$ cat src/rtl/pe_array_pkg.sv
// rtl/pe_array_pkg.sv - shared constants and helpers for the PE row result drain
package pe_array_pkg;

  localparam logic [1:0] ST_IDLE = 2'd0;
  localparam logic [1:0] ST_SEND = 2'd1;
  localparam logic [1:0] ST_DONE = 2'd2;

  localparam int DEFAULT_DATA_WIDTH = 8;

  // LSB position of PE k inside the concatenated pe_results bus
  function automatic int pe_lsb(input int k, input int width);
    return k * width;
  endfunction

endpackage

$ cat src/rtl/drain_shadow_bank.sv
// rtl/drain_shadow_bank.sv - snapshot registers for one PE row with an indexed read mux
module drain_shadow_bank
  import pe_array_pkg::*;
#(
  parameter int DATA_WIDTH = DEFAULT_DATA_WIDTH,
  parameter int NUM_PE     = 4,
  parameter int IDX_W      = $clog2(NUM_PE)
) (
  input  logic                         clk,
  input  logic                         reset,
  input  logic                         load,
  input  logic [NUM_PE*DATA_WIDTH-1:0] load_data,
  input  logic [IDX_W-1:0]             rd_index,
  output logic [DATA_WIDTH-1:0]        rd_data
);

  logic [DATA_WIDTH-1:0] bank [NUM_PE];

  always_ff @(posedge clk or posedge reset) begin
    if (reset) begin
      for (int k = 0; k < NUM_PE; k++) bank[k] <= '0;
    end else if (load) begin
      for (int k = 0; k < NUM_PE; k++) bank[k] <= load_data[pe_lsb(k, DATA_WIDTH) +: DATA_WIDTH];
    end
  end

  assign rd_data = bank[rd_index];

endmodule

$ cat src/rtl/pe_result_drain.sv
// rtl/pe_result_drain.sv - snapshots a PE row on start and streams it out one beat per element
module pe_result_drain
  import pe_array_pkg::*;
#(
  parameter int DATA_WIDTH = DEFAULT_DATA_WIDTH,
  parameter int NUM_PE     = 4,
  parameter int IDX_W      = $clog2(NUM_PE)
) (
  input  logic                         clk,
  input  logic                         reset,
  input  logic                         start,
  input  logic [NUM_PE*DATA_WIDTH-1:0] pe_results,
  output logic                         pe_clear,
  output logic                         busy,
  output logic                         out_valid,
  input  logic                         out_ready,
  output logic [DATA_WIDTH-1:0]        out_data,
  output logic [IDX_W-1:0]             out_index,
  output logic                         out_last,
  output logic                         done
);

  logic [1:0]            state;
  logic [IDX_W-1:0]      index;
  logic                  load;
  logic                  at_last;
  logic [DATA_WIDTH-1:0] rd_data;

  assign load    = (state == ST_IDLE) && start;
  assign at_last = (index == IDX_W'(NUM_PE - 1));

  drain_shadow_bank #(
    .DATA_WIDTH (DATA_WIDTH),
    .NUM_PE     (NUM_PE),
    .IDX_W      (IDX_W)
  ) u_shadow (
    .clk       (clk),
    .reset     (reset),
    .load      (load),
    .load_data (pe_results),
    .rd_index  (index),
    .rd_data   (rd_data)
  );

  // pe_clear is registered off the accepted start so the row zeroes one cycle after the snapshot
  always_ff @(posedge clk or posedge reset) begin
    if (reset) begin
      state    <= ST_IDLE;
      index    <= '0;
      pe_clear <= 1'b0;
    end else begin
      pe_clear <= load;
      case (state)
        ST_IDLE: begin
          if (start) begin
            state <= ST_SEND;
            index <= '0;
          end
        end
        ST_SEND: begin
          if (out_ready) begin
            if (at_last) state <= ST_DONE;
            else         index <= index + IDX_W'(1);
          end
        end
        ST_DONE: state <= ST_IDLE;
        default: state <= ST_IDLE;
      endcase
    end
  end

  // Beat fields are forced to zero outside SEND so idle outputs match the reset values
  assign out_valid = (state == ST_SEND);
  assign busy      = (state != ST_IDLE);
  assign done      = (state == ST_DONE);
  assign out_last  = out_valid && at_last;
  assign out_data  = out_valid ? rd_data : '0;
  assign out_index = out_valid ? index : '0;

endmodule

$ cat config.mk
export PLATFORM = sky130hd
export DESIGN_NAME = pe_result_drain
export DESIGN_NICKNAME = d
export VERILOG_FILES = /design/src/rtl/pe_array_pkg.sv /design/src/rtl/drain_shadow_bank.sv /design/src/rtl/pe_result_drain.sv
export SDC_FILE = /design/constraint.sdc
export NUM_CORES = 1
export LEC_CHECK = 0
export CAP_MARGIN = 20
export CORE_MARGIN = 1
export CORE_UTILIZATION = 50
export DETAILED_ROUTE_END_ITERATION = 6
export PLACE_DENSITY_LB_ADDON = 0.1
export REMOVE_ABC_BUFFERS = 1
export SLEW_MARGIN = 10
export SYNTH_ARGS = -nofsm -noshare
export SYNTH_HDL_FRONTEND = slang
export SYNTH_SLANG_ARGS = --single-unit
$ cat constraint.sdc
create_clock -name clk -period 3.12 [get_ports clk]
set_input_delay 0.624 -clock clk [delete_from_list [all_inputs] [get_ports clk]]
set_output_delay 0.624 -clock clk [all_outputs]
set_load 0.02 [all_outputs]
==> results.py <==
metrics = {
    "run_status": {
        "outcome": "finished clean",
    },
    "synthesis": {
        "synth_top_family_by_area": "multiplexers",
        "synthSimpleGateAreaFrac": 0.0785,
        "netlist_instances": 107,
        "synth_top_area_frac": 0.548,
        "post_synth_fa_ha_maj_area_fraction": 0.00741,
        "synth_area_leaders": "dfrtp_1 55%, mux2_2 21%, mux4_2 11%",
        "synthXorXnorAreaFrac": 0,
        "avgSynthCellArea_um2": 15.8,
        "yosysWarnings": 0,
        "synth-compound-area-share": 0.00963,
        "synth.largest_area_cell": "dfrtp_1",
        "synthMuxAreaShare": 0.327,
        "syn_area_mm2": 0.00169,
        "yosysSeqAreaShare": 0.548,
        "ys_types": 19,
        "ys_seq_elements": 37,
    },
    "floorplan": {
        "dieHeight_um": 60.1,
        "io_pins": 51,
        "die_area_mm2": 0.00361,
        "coreArea_mm2": 0.00313,
        "placementRows": 20,
        "initial_core_util": 0.540,
        "die_w_um": 60.1,
    },
    "sta": {
        "tightestPinTransition_ns": 0.511,
        "rsz0062_at_grt": "false",
        "hold_viol_final": 0,
        "fmax_mhz": 353,
        "final.setup.tns_ns": 0,
        "fin_skew_ns": 0.0171,
        "setup_violations": 0,
        "period_minus_slack_ns": 2.83,
        "final_max_slew_viol_count": 0,
        "fin_crit_sh": 0.907,
        "slew_headroom": 0.659,
        "setup_ws_ns": 0.289,
    },
    "setup_path": {
        "critPathMaxStageDelay_ns": 0.59,
        "slowest_stage": "dfrtp_2",
        "required_ns": 2.50,
        "crit_buf_inv": 1,
        "worstPathMaxFanout": 11,
        "path_class": "flop to output pin",
        "endpoint_kind": "output pin",
        "cp_cell_sequence": "mux4_2, and2_1, clkdlybuf4s50_1",
        "cp.arrival_ns": 2.21,
        "cpLargestDelayFamily": "flip-flops",
        "critPathLaunchType": "flop",
    },
    "pwr": {
        "leakage_nw": 0.939,
        "power_density_mw_per_mm2": 1020,
        "power.total_w": 0.00235,
        "combPwrFrac": 0.472,
        "peakVddDrop_v": 0.000559,
        "switching_share": 0.322,
        "switching_power_w": 0.000756,
        "internal_power_w": 0.00159,
        "pwr-share-clk": 0.149,
        "power_frac_seq": 0.380,
    },
    "cts": {
        "cts_setup_buffers": 0,
        "clk_path_buf_depth": 2,
        "clk_latency_ns": 0.35,
        "cts_max_level": 2,
        "cts_made_buffers": 5,
        "cts_root_buf": "clkbuf_4",
        "cts-hold-fix-buffers": 0,
        "clock-sinks": 37,
        "cts.clk_slew.worst_paths_ns": 0.12,
        "cts_tree": "yes",
    },
    "global_route": {
        "antenna_found_initial": 0,
        "grt_pass1_wl_mm": 5.47,
        "overflow": 0,
        "grt_pass1_vias": 1189,
        "grt_max_degree": 36,
        "grt.total_usage": 0.218,
    },
    "drt": {
        "route.detailed.drc": 0,
        "first_pass_iters": 4,
        "vias_per_cell": 5.15,
        "drt-wirelength-per-cell_um": 16.0,
        "drt-initial-drc-count": 30,
        "dr_total_vias": 1060,
        "totalWireLength_mm": 3.30,
        "ant_nets": 0,
    },
    "place": {
        "post-place-ws_ns": 0.459,
        "globalplace.congestion": 0.654,
        "placed_cell_area_mm2": 0.00222,
        "hpwl_mm": 2.36,
        "port_buffers": 50,
    },
    "cells_and_area": {
        "n_antenna_cell": 0,
        "drive_gt1_frac": 0.327,
        "stdcell_area_mm2": 0.00231,
        "area_delta_synth_final_pct": 36.6,
        "finalNetCount": 198,
        "finish.utilization": 0.738,
    },
    "hold_path": {
        "hp-class": "flop to flop",
    },
    "job": {
        "cap_violations": 0,
    },
}
==> area by class of cell <==
| type | instances | area [µm²] |
|---|---|---|
| Inverter | 1 | 3.75 |
| Clock buffer | 7 | 55.1 |
| Timing Repair Buffer | 53 | 523 |
| Fill cell | 237 | 821 |
| Multi-Input combinational cell | 63 | 713 |
| Tap cell | 44 | 55.1 |
| Clock inverter | 1 | 30.0 |
| Sequential cell | 37 | 927 |
==> worst paths after layout <==
check                                       start                end  slack [ns]  depth (start not counted)
worst max register to register           index[0]           index[0]        1.45                          4
max in group asynchronous                   reset           index[1]        1.79                          3
min in group asynchronous                   reset  u_shadow.bank[20]        0.61                          2
worst min register to register  u_shadow.bank[13]  u_shadow.bank[13]        0.50                          1
worst max-delay path                     index[1]        out_data[6]        0.29                          3
worst min-delay path            u_shadow.bank[13]  u_shadow.bank[13]        0.50                          1
==> Yosys cell counts <==
cell type   n
mux2_1      2
mux4_2      8
ha_1        1
nor2_1      1
a21o_1      1
or2_2       1
buf_6       3
clkbuf_1    2
nor2b_1     2
buf_2       1
and3_1      1
nor3b_4     1
and4bb_2    1
a22o_1      1
dfrtp_1    37
nand2_1     1
and2_1     11
mux2_2     31
inv_1       1
==> power by group through the flow <==
stage	registers (W)	logic, W	clock network [W]
finish	0.000892	0.00111	0.000350
global route	0.000923	0.00119	0.000382
CTS	0.000893	0.00112	0.000361
detailed placement	0.000903	0.00112	0
global placement	0.000884	0.00108	0
floorplan	0.000842	0.000732	0
==> cells in the final DEF, fill, tap and decap left out, drive strengths merged, types with 2 or more instances in the layout <==
master / synthesis / routed
dfrtp: 37 / 37
and2: 11 / 11
mux2: 33 / 33
clkbuf: 2 / 7
clkdlybuf4s50: 0 / 50
mux4: 8 / 8
nor2b: 2 / 2
buf: 4 / 3
==> flip-flops by register name, indices dropped and copies added (netlist names) <==
name           cells
index              2
state              2
pe_clear           1
u_shadow.bank     32
==> timing repair <==
action | 4_1_cts | 5_1_grt
gates resized for setup | 0 | 1
setup endpoints to repair | 0 | 8
endpoints found under the hold margin | 0 | 0
==> metrics by stage <==
stage               std cells  hold WS, ns
global placement          198        0.473
detailed placement        198        0.477
global route              206        0.522
CTS                       206        0.504
finish                    206        0.502
floorplan                 101        0.453
==> layer usage <==
metal / vias to the layer above / routed length [µm] / GRT usage
met2: 38 / 1700 / 0.356
met4: 0 / 48 / 0.0797
met3: 5 / 241 / 0.0996
met1: 525 / 1310 / 0.250
met5: - / 0 / 0
li1: 492 / - / -
==> kinds of logic (layout without fill, tap and decap cells) <==
group                      count (synthesis)  count (layout)
buffers and inverters                      7              62
DFF                                       37              37
muxes                                     41              41
and+or+nand+nor                           19              19
adders and majority gates                  1               1
AOI/OAI and AO/OA                          2               2
Power figures use the tool's default switching activity.
==> variant, RTL diff (same flow settings) <==
`NUM_PE` is set to 4 in 2 places; all go to 8.
--- a/src/rtl/drain_shadow_bank.sv
+++ b/src/rtl/drain_shadow_bank.sv
@@ -4,5 +4,5 @@
 #(
   parameter int DATA_WIDTH = DEFAULT_DATA_WIDTH,
-  parameter int NUM_PE     = 4,
+  parameter int NUM_PE     = 8,
   parameter int IDX_W      = $clog2(NUM_PE)
 ) (
--- a/src/rtl/pe_result_drain.sv
+++ b/src/rtl/pe_result_drain.sv
@@ -4,5 +4,5 @@
 #(
   parameter int DATA_WIDTH = DEFAULT_DATA_WIDTH,
-  parameter int NUM_PE     = 4,
+  parameter int NUM_PE     = 8,
   parameter int IDX_W      = $clog2(NUM_PE)
 ) (
Interface: changed (resized out_index and pe_results); port bits go from 51 to 84. No check against the original RTL was run, so the function may have changed too.
==> variant against the original RTL <==
Power grew 77%; hold slack gained 4.7 ps; final area is 94% higher; synthesized area grew 110%; sequential cell count increased by 33; routed wire length up 100%; combinational power increased by 73%; count of clock-buffer cells in the layout grew 8; worst setup slack got worse by 120 ps; utilization is 7.4 points lower; clock power up 77%; final cell count up 95%; critical path type unchanged; critical endpoint is now out_data[4].
==> variant: results (changes against the original RTL) <==
pwr dens=930 nW/um^2 (was 1020 nW/um^2); multiplexer share of the synthesized area=35.4% (was 32.7%); largest family of logic cells by synthesized area=multiplexers (unchanged); Synth Area in Adders=0.716% (was 0.741%); # H-tree levels=3 (was 2); largest net degree at the start of global routing=66 (was 36); Placed Area=4320 um^2 (was 2220 um^2); register area share after synthesis=50.1% (was 54.8%); WP data arrival=2330 ps (was 2210 ps); number of global-route vias before repair=2177 (was 1189); Clock Latency Late Sink=between 300 and 400 ps; global-route usage over all layers=19.6% (was 21.8%); CTS Root Buffer Type=clkbuf_8 (was clkbuf_4); Leakage=1.97 nW (was 0.939 nW); Synth Area in Compound Gates=4.30% (was 0.963%); share of cells above drive strength 1=27.1% (was 32.7%); average via count per standard cell=5.34 (was 5.15); min-delay worst type=reg -> reg (unchanged); placed wire-length estimate=4.64 mm (was 2.36 mm); VDD IR-drop max=0.000501 V (was 0.000559 V); First-pass DRT Iterations=4 (unchanged); Clock Path Buffers=2 (unchanged); 1st-iter DRT viols=71 (was 30); Port Buffers=83 (was 50); worst-margin pin slew=676 ps (was 511 ps); nets=386 (was 198); fillers=539 (was 237); FFs w/ async S/R, synth=100% (unchanged); Distinct cells, synth=25 (was 19); cts hold-fix bufs=0 (unchanged); diode count=0 (unchanged); global-route wire length before repair=10.8 mm (was 5.47 mm); Top Registers=u_shadow.bank: 64 flops, index: 3 flops, state: 2 flops (was u_shadow.bank: 32 flops, index: 2 flops, state: 2 flops); status=finished clean (unchanged); XOR/XNOR Fraction of Synth Area=0% (unchanged); CTS buffer count=9 (was 5); clk_skew=8.10 ps (was 17.1 ps); most frequent cells after synthesis=70 x dfrtp_1, 49 x mux2_4, 32 x mux2i_1 (was 37 x dfrtp_1, 31 x mux2_2, 11 x and2_1); CP max FO=8 (was 11); GPL Wtd Cong=0.764 (was 0.654); DRT Wirelength=6.59 mm (was 3.30 mm); initial antenna violation count=0 (unchanged); synth top area cells=dfrtp_1 50%, mux2_4 21%, mux2i_1 9.2% (was dfrtp_1 55%, mux2_2 21%, mux4_2 11%); Worst-path clk slew=70 ps (was 120 ps); YS warnings=0 (unchanged)
-- variant: changes by cell type after synthesis, sizes merged, moves of 2 or more --
| cell | unedited run | this run |
|---|---|---|
| a22oi | 0 | 16 |
| and2 | 11 | 5 |
| and3 | 1 | 9 |
| buf | 4 | 13 |
| dfrtp | 37 | 70 |
| inv | 1 | 3 |
| mux2 | 33 | 65 |
| mux2i | 0 | 32 |
| mux4 | 8 | 0 |
| nand2b | 0 | 2 |
-- variant: per-stage QoR --
stage,cells,setup slack [ps]
global placement,385,470
finish,401,164
CTS,401,69.0
global route,401,44.8
floorplan,216,502
detailed placement,385,451
-- variant: kinds of logic after synthesis --
group	after synthesis
buf+inv	18
simple gates	24
fa+ha+maj	2
flops	70
mux	97
compound gates	20
-- variant: worst max-delay path, cell delays in order, from the launching register on --
cell	delay, ps
dfrtp_1	450
nor2_1	560
a22oi_1	200
and3_1	240
clkdlybuf4s50_1	530
-- variant: repair_timing --
| action | CTS | global route |
|---|---|---|
| resized for setup | 0 | 1 |
| endpoints found under the hold margin | 0 | 0 |
| endpoints found under the setup margin | 0 | 2 |
| buffers inserted | 0 | 0 |
-- variant: where the power goes --
group / total, mW / internal (mW) / leakage, nW / switching (mW)
Sequential: 1.63 / 1.36 / 0.822 / 0.273
Combinational: 1.92 / 1.15 / 1.06 / 0.766
Clock: 0.621 / 0.311 / 0.0817 / 0.310
-- variant: final timing paths --
check / startpoint / to / slack, ps / cells after the start
worst max-delay path: index[0] / out_data[4] / 160 / 4
worst min-delay path: u_shadow.bank[39] / u_shadow.bank[39] / 510 / 1
worst max register to register: index[1] / index[0] / 1300 / 6
worst min register to register: u_shadow.bank[39] / u_shadow.bank[39] / 510 / 1
max in group asynchronous: reset / u_shadow.bank[4] / 1730 / 3
min in group asynchronous: reset / u_shadow.bank[57] / 700 / 2
-- variant: cell type report --
class	instances	area share, %
sequential	70	39.1
multi-input combinational	143	35.0
timing repair buffer	89	19.8
clock buffer	15	3.49
tap	80	2.23
inverter	3	0.251
clock inverter	1	0.112
-- variant: layer usage --
metal / GRT usage (%) / vias to the layer above / wire, um
li1: - / 1003 / -
met4: 6.82 / 0 / 89
met1: 24.7 / 1074 / 2920
met3: 5.97 / 10 / 329
met5: 0 / - / 0
met2: 32.3 / 53 / 3250
